===== src/rtl/ex_operand_stage.sv =====
// ---------------------------------------------------------------------------
// ex_operand_stage
//   ID/EX pipeline stage feeding the ALU. Registers one decoded instruction,
//   resolves RAW hazards by forwarding from MEM and WB, and drives BusA, BusB
//   and ALUCtrl. It interlocks for one cycle on load-use, handshakes with ID
//   (valid/ready) and EX (ready), and supports a flush.
//
// Optional feature: define EX_STAGE_STATS_EN to add the StallCnt and
// BubbleCnt counter outputs. When it is undefined, those ports and counters
// are absent.
//
// Ports
//   Clk, Reset_L                  clock (rising edge), async active-low reset
//   ID_Valid / ID_Ready           capture handshake with ID
//   ID_RegA/B, ID_Imm, ID_Shamt   operand sources from decode
//   ID_ALUCtrl, ID_ALUSrcB, ID_ShiftImm, ID_Rs/Rt/Rd,
//   ID_RegWrite/MemRead/MemWrite  decoded control
//   MEM_* / WB_*                  forwarding sources
//   EX_Ready                      EX consumes when EX_Valid
//   Flush                         kill held and incoming instruction
//   EX_Valid, BusA, BusB, ALUCtrl, EX_StoreData, EX_Rd,
//   EX_RegWrite/MemRead/MemWrite  ALU-facing outputs
//   StallCnt, BubbleCnt           (EX_STAGE_STATS_EN only) statistics
// ---------------------------------------------------------------------------
module ex_operand_stage #(
  parameter int WIDTH   = 32,
  parameter int REGBITS = 5,
  parameter int CTRLW   = 4
) (
  input  logic               Clk,
  input  logic               Reset_L,
  input  logic               ID_Valid,
  output logic               ID_Ready,
  input  logic [WIDTH-1:0]   ID_RegA,
  input  logic [WIDTH-1:0]   ID_RegB,
  input  logic [WIDTH-1:0]   ID_Imm,
  input  logic [4:0]         ID_Shamt,
  input  logic [CTRLW-1:0]   ID_ALUCtrl,
  input  logic               ID_ALUSrcB,
  input  logic               ID_ShiftImm,
  input  logic [REGBITS-1:0] ID_Rs,
  input  logic [REGBITS-1:0] ID_Rt,
  input  logic [REGBITS-1:0] ID_Rd,
  input  logic               ID_RegWrite,
  input  logic               ID_MemRead,
  input  logic               ID_MemWrite,
  input  logic               MEM_RegWrite,
  input  logic               MEM_MemRead,
  input  logic [REGBITS-1:0] MEM_Rd,
  input  logic [WIDTH-1:0]   MEM_Result,
  input  logic               WB_RegWrite,
  input  logic [REGBITS-1:0] WB_Rd,
  input  logic [WIDTH-1:0]   WB_Result,
  input  logic               EX_Ready,
  input  logic               Flush,
  output logic               EX_Valid,
  output logic [WIDTH-1:0]   BusA,
  output logic [WIDTH-1:0]   BusB,
  output logic [CTRLW-1:0]   ALUCtrl,
  output logic [WIDTH-1:0]   EX_StoreData,
  output logic [REGBITS-1:0] EX_Rd,
  output logic               EX_RegWrite,
  output logic               EX_MemRead,
  output logic               EX_MemWrite
`ifdef EX_STAGE_STATS_EN
  ,
  output logic [31:0]        StallCnt,
  output logic [31:0]        BubbleCnt
`endif
);

  localparam logic [CTRLW-1:0] C_SLL = CTRLW'(4'b0011);
  localparam logic [CTRLW-1:0] C_SRL = CTRLW'(4'b0100);
  localparam logic [CTRLW-1:0] C_SRA = CTRLW'(4'b1101);

  typedef enum logic [1:0] {
    S_EMPTY     = 2'd0,
    S_FULL      = 2'd1,
    S_INTERLOCK = 2'd2
  } state_t;

  state_t               r_state;
  logic [WIDTH-1:0]     r_rega;
  logic [WIDTH-1:0]     r_regb;
  logic [WIDTH-1:0]     r_imm;
  logic [4:0]           r_shamt;
  logic [CTRLW-1:0]     r_ctrl;
  logic                 r_alusrcb;
  logic                 r_shiftimm;
  logic [REGBITS-1:0]   r_rs;
  logic [REGBITS-1:0]   r_rt;
  logic [REGBITS-1:0]   r_rd;
  logic                 r_regwrite;
  logic                 r_memread;
  logic                 r_memwrite;

  logic                 w_fire;
  logic                 w_capture;
  logic                 w_hold;
  logic                 w_use_a_in;
  logic                 w_use_b_in;
  logic                 w_loaduse_in;
  logic [WIDTH-1:0]     w_fwd_a;
  logic [WIDTH-1:0]     w_fwd_b;
  logic [WIDTH-1:0]     w_patch_a;
  logic [WIDTH-1:0]     w_patch_b;

  function automatic logic is_shift(input logic [CTRLW-1:0] c);
    return (c == C_SLL) || (c == C_SRL) || (c == C_SRA);
  endfunction

  // Operand resolution: r0 is hard zero, then MEM (never a load, whose data
  // is not ready yet), then WB, then the stored/regfile value.
  function automatic logic [WIDTH-1:0] fwd_val(
    input logic [REGBITS-1:0] src,
    input logic [WIDTH-1:0]   stored,
    input logic               mem_rw,
    input logic               mem_mr,
    input logic [REGBITS-1:0] mem_rd,
    input logic [WIDTH-1:0]   mem_res,
    input logic               wb_rw,
    input logic [REGBITS-1:0] wb_rd,
    input logic [WIDTH-1:0]   wb_res
  );
    logic [WIDTH-1:0] v;
    v = stored;
    if (src == '0)
      v = '0;
    else if (mem_rw && !mem_mr && (mem_rd == src))
      v = mem_res;
    else if (wb_rw && (wb_rd == src))
      v = wb_res;
    return v;
  endfunction

  // Handshake
  assign EX_Valid  = (r_state == S_FULL);
  assign w_fire    = EX_Valid & EX_Ready;
  assign ID_Ready  = Reset_L & ((r_state == S_EMPTY) | w_fire);
  assign w_capture = ID_Valid & ID_Ready;
  assign w_hold    = (r_state != S_EMPTY) & ~w_fire;

  // Source usage and load-use detection for the incoming instruction
  assign w_use_a_in   = ~(is_shift(ID_ALUCtrl) & ID_ShiftImm);
  assign w_use_b_in   = ~ID_ALUSrcB | ID_MemWrite;
  assign w_loaduse_in = MEM_MemRead & MEM_RegWrite & (MEM_Rd != '0) &
                        ((w_use_a_in & (MEM_Rd == ID_Rs)) |
                         (w_use_b_in & (MEM_Rd == ID_Rt)));

  // Held operands, resolved against the current MEM/WB contents
  assign w_fwd_a = fwd_val(r_rs, r_rega, MEM_RegWrite, MEM_MemRead, MEM_Rd,
                           MEM_Result, WB_RegWrite, WB_Rd, WB_Result);
  assign w_fwd_b = fwd_val(r_rt, r_regb, MEM_RegWrite, MEM_MemRead, MEM_Rd,
                           MEM_Result, WB_RegWrite, WB_Rd, WB_Result);

  // Incoming operands: the WB write lands in the regfile at this same edge,
  // so the regfile read data may be stale and is patched from WB.
  assign w_patch_a = fwd_val(ID_Rs, ID_RegA, 1'b0, 1'b0, '0, '0,
                             WB_RegWrite, WB_Rd, WB_Result);
  assign w_patch_b = fwd_val(ID_Rt, ID_RegB, 1'b0, 1'b0, '0, '0,
                             WB_RegWrite, WB_Rd, WB_Result);

  // Stage register and control FSM
  always_ff @(posedge Clk or negedge Reset_L) begin
    if (!Reset_L) begin
      r_state    <= S_EMPTY;
      r_rega     <= '0;
      r_regb     <= '0;
      r_imm      <= '0;
      r_shamt    <= '0;
      r_ctrl     <= '0;
      r_alusrcb  <= 1'b0;
      r_shiftimm <= 1'b0;
      r_rs       <= '0;
      r_rt       <= '0;
      r_rd       <= '0;
      r_regwrite <= 1'b0;
      r_memread  <= 1'b0;
      r_memwrite <= 1'b0;
    end else if (Flush) begin
      r_state    <= S_EMPTY;
      r_regwrite <= 1'b0;
      r_memread  <= 1'b0;
      r_memwrite <= 1'b0;
    end else if (w_capture) begin
      r_state    <= w_loaduse_in ? S_INTERLOCK : S_FULL;
      r_rega     <= w_patch_a;
      r_regb     <= w_patch_b;
      r_imm      <= ID_Imm;
      r_shamt    <= ID_Shamt;
      r_ctrl     <= ID_ALUCtrl;
      r_alusrcb  <= ID_ALUSrcB;
      r_shiftimm <= ID_ShiftImm;
      r_rs       <= ID_Rs;
      r_rt       <= ID_Rt;
      r_rd       <= ID_Rd;
      r_regwrite <= ID_RegWrite;
      r_memread  <= ID_MemRead;
      r_memwrite <= ID_MemWrite;
    end else if (w_fire) begin
      // Drained with nothing behind it: leave no live control bits.
      r_state    <= S_EMPTY;
      r_regwrite <= 1'b0;
      r_memread  <= 1'b0;
      r_memwrite <= 1'b0;
    end else if (w_hold) begin
      // Refresh so a forwarded value survives its source retiring.
      r_rega <= w_fwd_a;
      r_regb <= w_fwd_b;
      if (r_state == S_INTERLOCK)
        r_state <= S_FULL;
    end
  end

  // ALU operand selection
  always_comb begin
    BusA = w_fwd_a;
    if (is_shift(r_ctrl)) begin
      if (r_shiftimm)
        BusA = {{(WIDTH-5){1'b0}}, r_shamt};
      else
        BusA = {{(WIDTH-5){1'b0}}, w_fwd_a[4:0]};
    end
  end

  // LUI arrives as the raw zero-extended 16 bits; the ALU does the shift.
  assign BusB         = r_alusrcb ? r_imm : w_fwd_b;
  assign ALUCtrl      = r_ctrl;
  assign EX_StoreData = w_fwd_b;
  assign EX_Rd        = r_rd;
  assign EX_RegWrite  = r_regwrite;
  assign EX_MemRead   = r_memread;
  assign EX_MemWrite  = r_memwrite;

`ifdef EX_STAGE_STATS_EN
  // Statistics counters (free-running, wrap at 2^32)
  always_ff @(posedge Clk or negedge Reset_L) begin
    if (!Reset_L) begin
      StallCnt  <= '0;
      BubbleCnt <= '0;
    end else begin
      if (EX_Valid && !EX_Ready)
        StallCnt <= StallCnt + 32'd1;
      if (r_state == S_INTERLOCK)
        BubbleCnt <= BubbleCnt + 32'd1;
    end
  end
`endif

endmodule


===== config.mk =====
export PLATFORM = sky130hd
export DESIGN_NAME = ex_operand_stage
export DESIGN_NICKNAME = d
export VERILOG_FILES = /design/src/rtl/ex_operand_stage.sv
export SDC_FILE = /design/constraint.sdc
export NUM_CORES = 1
export LEC_CHECK = 0
export CAP_MARGIN = 25
export CORE_ASPECT_RATIO = 0.5
export CORE_MARGIN = 3
export CORE_UTILIZATION = 49
export DETAILED_ROUTE_END_ITERATION = 6
export HOLD_SLACK_MARGIN = 0.06
export PLACE_DENSITY = 0.83
export RECOVER_POWER = 25
export SETUP_SLACK_MARGIN = 0.5
export SYNTH_ARGS = -nofsm -noshare
export SYNTH_HDL_FRONTEND = slang
export SYNTH_SLANG_ARGS = --single-unit

===== constraint.sdc =====
create_clock -name Clk -period 5.72 [get_ports Clk]
set_input_delay 1.144 -clock Clk [delete_from_list [all_inputs] [get_ports Clk]]
set_output_delay 1.144 -clock Clk [all_outputs]
set_load 0.05 [all_outputs]

======== After elaboration in Yosys (flattened, before gate mapping) ========
Cells that the tools add are included.
operators by class
  equality and inequality tests ........... 17
  multiplexer cells ....................... 32
  bitwise logic cells ..................... 17
  reduce and logical (&&, ||, !) cells .... 26
operators with widths
  operator            count
  $mux 32             18
  $eq 5x5->1          8
  $logic_not 5->1     4
  $mux 2              6
  $and 1x1->1         10
  $eq 4x2->1 const B  2
  $eq 4x3->1 const B  2
  $eq 4x4->1 const B  2
  $reduce_bool 4->1   2
  $logic_and 1x1->1   7
  $mux 1              7
  $mux 5              1
  $reduce_bool 5->1   1
  $logic_or 1x1->1    4
  $not 1->1           4
  $reduce_and 2->1    2
  $reduce_bool 2->1   2
  $or 1x1->1          3
  $reduce_and 3->1    1
  $reduce_bool 3->1   1
  $eq 2x1->1 const B  1
  $eq 2x2->1 const B  1
  $logic_not 2->1     1
  $ne 2x1->1 const B  1
  $logic_not 1->1     1
word-level totals
  bits in registers ....................... 127
  logic and storage cells ................. 106

======== Logic depth before layout (Yosys ltp) ========
  depth after elaboration ................. 11
  gate-level depth with buffers ........... 8
  gate-level depth less buffers ........... 5

======== Worst setup path before layout ========
No wires, ideal clock.
  path type ............................... input to output
  from .................................... input port MEM_Rd[3]
  to ...................................... output port BusB[30]
  data arrival time ....................... 3.893 ns
  required time ........................... 4.576 ns
  path slack .............................. 0.683 ns
  stages on the path ...................... 7
  path buffers ............................ 2
  cell sequence ........................... buf_2 xor2_1 nor4_4 and2_1 buf_4 nor3_1 o41ai_1
on the way
  word-level cells in the longest chain between the ends .. 5
ends and longest elaborated chain
  what               line  RTL
  start, declared    49    input logic [REGBITS-1:0] MEM_Rd,
  $eq 5x5->1         129   else if (mem_rw && !mem_mr && (mem_rd == src))
  $logic_and 1x1->1  129
  $mux 32            129
  $mux 32            127   if (src == '0)
  $mux 32            227   assign BusB = r_alusrcb ? r_imm : w_fwd_b;
  end, declared      58    output logic [WIDTH-1:0] BusB,
No other way between the ends.

======== Worst setup path after layout ========
  from .................................... input port MEM_Rd[3]
  to ...................................... output port BusB[31]
Same word-level chain as after synthesis.

==> metrics.txt <==
Setup-failing EPs final=0; largest net degree at the start of global routing=129; total core area=20130 sq um; syn avg cell area=8.230 sq um; clock sink count=127; Iter 0 DRT Violations=1449; Switching Power=2.797 mW; fmax=195.3 MHz; Die X=212.1 um; GPL Wtd Cong=0.9402; RSZ-0062 raised after global routing=no; Pwr Density=415.9 nW/um^2; initial antenna violation count=0; Total Nets Final=1697; Die Height=109.0 um; Critical Path Slowest Stage Cell=clkdlybuf4s50_1; gr usage total=34.78%; # DRC=0; Logic pwr share=59.5%; wire per inst=23.04 um; Reg-to-Reg End=r_regb[10]$_DFFE_PN0P_; commonest cells after routing, fill and taps aside=clkdlybuf4s50_1 (220), and3_1 (128), a21boi_0 (127), nor2_1 (127), dfrtp_1 (126); vias per cell=6.652; final cell count without fillers=1769; Port-buffer cells=316; post-cts resize count=0; Seq pwr share=21.2%; Worst VDD drop=0.2837 mV; CP max FO=42; Tot Pwr=6.092 mW; Post-Syn Area=10400 sq um; dpl cell area=13990 sq um; filler cell count=1504; H-tree lvl count=4; WP data required=4.58 ns; GR Overflow Total=0; Total Wirelength=40750 um; CTS root buf=clkbuf_16; Slew headroom=-46.55%; Clk network pwr share=19.3%; status=finished, violations left; IO Pins=317; Hold WC Path Type=flip-flop to flip-flop; die area=23120 sq um; CTS tree=done; Startpoint Class=input port; synth warn=0; arrival time worst endpoint=3.98 ns; max-cap viol count=1; placed insts=1735; post-route ant nets=0; Critical Path Sink Type=output pin; DP HPWL=27770 um; CP most frequent cell=buf_4; Worst R2R Setup Slack=2.80 ns; first drt pass iteration count=6; clk_skew=0.007101 ns; vias in the first global route=11264; Sw Share=45.92%; Critical Path, Cell by Cell=clkdlybuf4s50_1 > xor2_1 > nor4_4 > buf_4 > and2_2 > buf_4 > nor3_1 > o41ai_1 > buf_12; Leakage=6.095 nW; initial core utilization=51.67%; Gate Count Post-Synth=1264; crit path to=BusB[31]; most area-hungry cell type in the Yosys netlist=dfrtp_1; fin. max-slew vios=38; WP depth=9; failing checks=max-capacitance violations, max-slew violations; post-CTS setup buffer count=0; largest stage delay on the critical path=0.63 ns; Hold Fails Final Rpt=0; path depth of the worst reg2reg path=6; fraction of layout cells with a size suffix above 1=17.56%; post-synthesis sequential area ratio=30.55%; Netlist cell types=44; clock tree buffer depth=2; WS Path Type=input port to output pin; Worst-Margin Slew=2.198 ns; Synth Net Count=1471; commonest non-fill, non-tap cell in the layout=clkdlybuf4s50_1; Int Pwr=3.295 mW; #FFs+latches synth=127; Synth area leaders=dfrtp_1 (31%), a21boi_0 (9.2%), and3_1 (7.7%); Final Core Density=72.74%; setup TNS=0 ns; row count=36; Worst setup startpoint=MEM_Rd[3]; Synth top area share=30.55%; worst-skew pair later-pin latency=0.43 ns; Hold-fix buffers, CTS=0; clk slew on worst S/H paths=0.06 ns; beginning of the worst register-to-register path=r_rt[2]$_DFFE_PN0P_; Area Growth Syn to Fin=40.80%; fin crit share=89.53%; TritonCTS Buffers=17; final instance area=14650 sq um; first-pass GRT wire length=63070 um; min Tclk post-route=5.121 ns; routed vias=11767; Top delay family on crit path=buffers and inverters; ant diodes=0; WP buf/inv=4
[how the worst min path moves through the flow]
stage | startpoint | endpoint | slack, ns | cells after the start
after detailed placement | EX_MemWrite$_DFFE_PN0P_ | EX_MemWrite$_DFFE_PN0P_ | 0.49 | 1
after CTS | EX_MemWrite$_DFFE_PN0P_ | EX_MemWrite$_DFFE_PN0P_ | 0.50 | 1
after global placement | EX_RegWrite$_DFFE_PN0P_ | EX_RegWrite$_DFFE_PN0P_ | 0.48 | 1
after global routing | r_imm[24]$_DFFE_PN0P_ | r_imm[24]$_DFFE_PN0P_ | 0.52 | 1
after floorplan | r_shiftimm$_DFFE_PN0P_ | r_shiftimm$_DFFE_PN0P_ | 0.47 | 1
final | EX_MemWrite$_DFFE_PN0P_ | EX_MemWrite$_DFFE_PN0P_ | 0.50 | 1
[cell families (layout without fill, tap and decap cells)]
logic type	after synthesis	in the layout	synth area share, %
buffers and inverters	168	407	6.627
AO/OA/AOI/OAI	401	401	29.81
AND/OR/NAND/NOR	470	470	23.37
multiplexers	58	58	6.279
XOR/XNOR	40	40	3.368
flip-flops	127	127	30.55
[final cells by class]
cell class | count | area (sq um) | area share, %
timing repair buffer | 342 | 3769 | 25.73
clock buffer | 20 | 466.7 | 3.186
multi-input combinational | 969 | 6618 | 45.18
sequential | 127 | 3179 | 21.71
tap | 266 | 332.8 | 2.272
clock inverter | 12 | 157.7 | 1.076
inverter | 33 | 123.9 | 0.8457
[state kept, by name, summed over array words and instances (netlist names), 2 cells and up]
signal and count:
r_regb 32, r_imm 32, r_rs 5, r_shamt 5, EX_Rd 5, r_state 2
ALUCtrl 4, r_rega 32, r_rt 5
[cells in the mapped netlist, drive strengths merged]
| cell type | n |
|---|---|
| nand3b | 1 |
| nor2 | 132 |
| nor3 | 72 |
| and3b | 1 |
| dfrtp | 127 |
| a31oi | 65 |
| o41ai | 33 |
| and3 | 128 |
| o211ai | 2 |
| nor4bb | 1 |
| xnor2 | 9 |
| a21oi | 4 |
| inv | 33 |
| clkbuf | 96 |
| or4 | 2 |
| nor3b | 2 |
| nor2b | 2 |
| o311ai | 63 |
| a22o | 4 |
| or4bb | 1 |
| and2 | 6 |
| nand2 | 44 |
| or4b | 2 |
| a2111oi | 2 |
| nor4 | 6 |
| nand2b | 1 |
| o31ai | 31 |
| xor2 | 31 |
| o21ai | 66 |
| nand4bb | 1 |
| o31a | 1 |
| nand4b | 1 |
| nand3 | 67 |
| mux2 | 58 |
| a211oi | 1 |
| a21boi | 129 |
| buf | 39 |
[per-stage QoR]
step	hold slack, ns	setup WS [ns]
CTS	0.5034	0.6107
finish	0.5008	0.5989
global route	0.5198	0.5017
detailed placement	0.4882	0.6186
floorplan	0.4742	0.6830
global placement	0.4835	0.6665
[power by group through the flow]
stage	registers, mW	logic (mW)	clock network, mW
2_1_floorplan	1.29	2.17	0
3_3_place_gp	1.28	3.54	0
3_5_place_dp	1.30	3.60	0
4_1_cts	1.29	3.61	1.18
5_1_grt	1.32	3.80	1.23
6_report	1.29	3.63	1.17
[routing by layer]
metal | track usage (%) | wire (um) | vias to the layer above
met1 | 48.39 | 17010 | 5692
met2 | 53.96 | 18270 | 760
met4 | 11.93 | 1258 | 0
met5 | 0 | 0 | -
met3 | 7.560 | 4215 | 106
li1 | - | - | 5209
(Power assumes the default switching activity.)
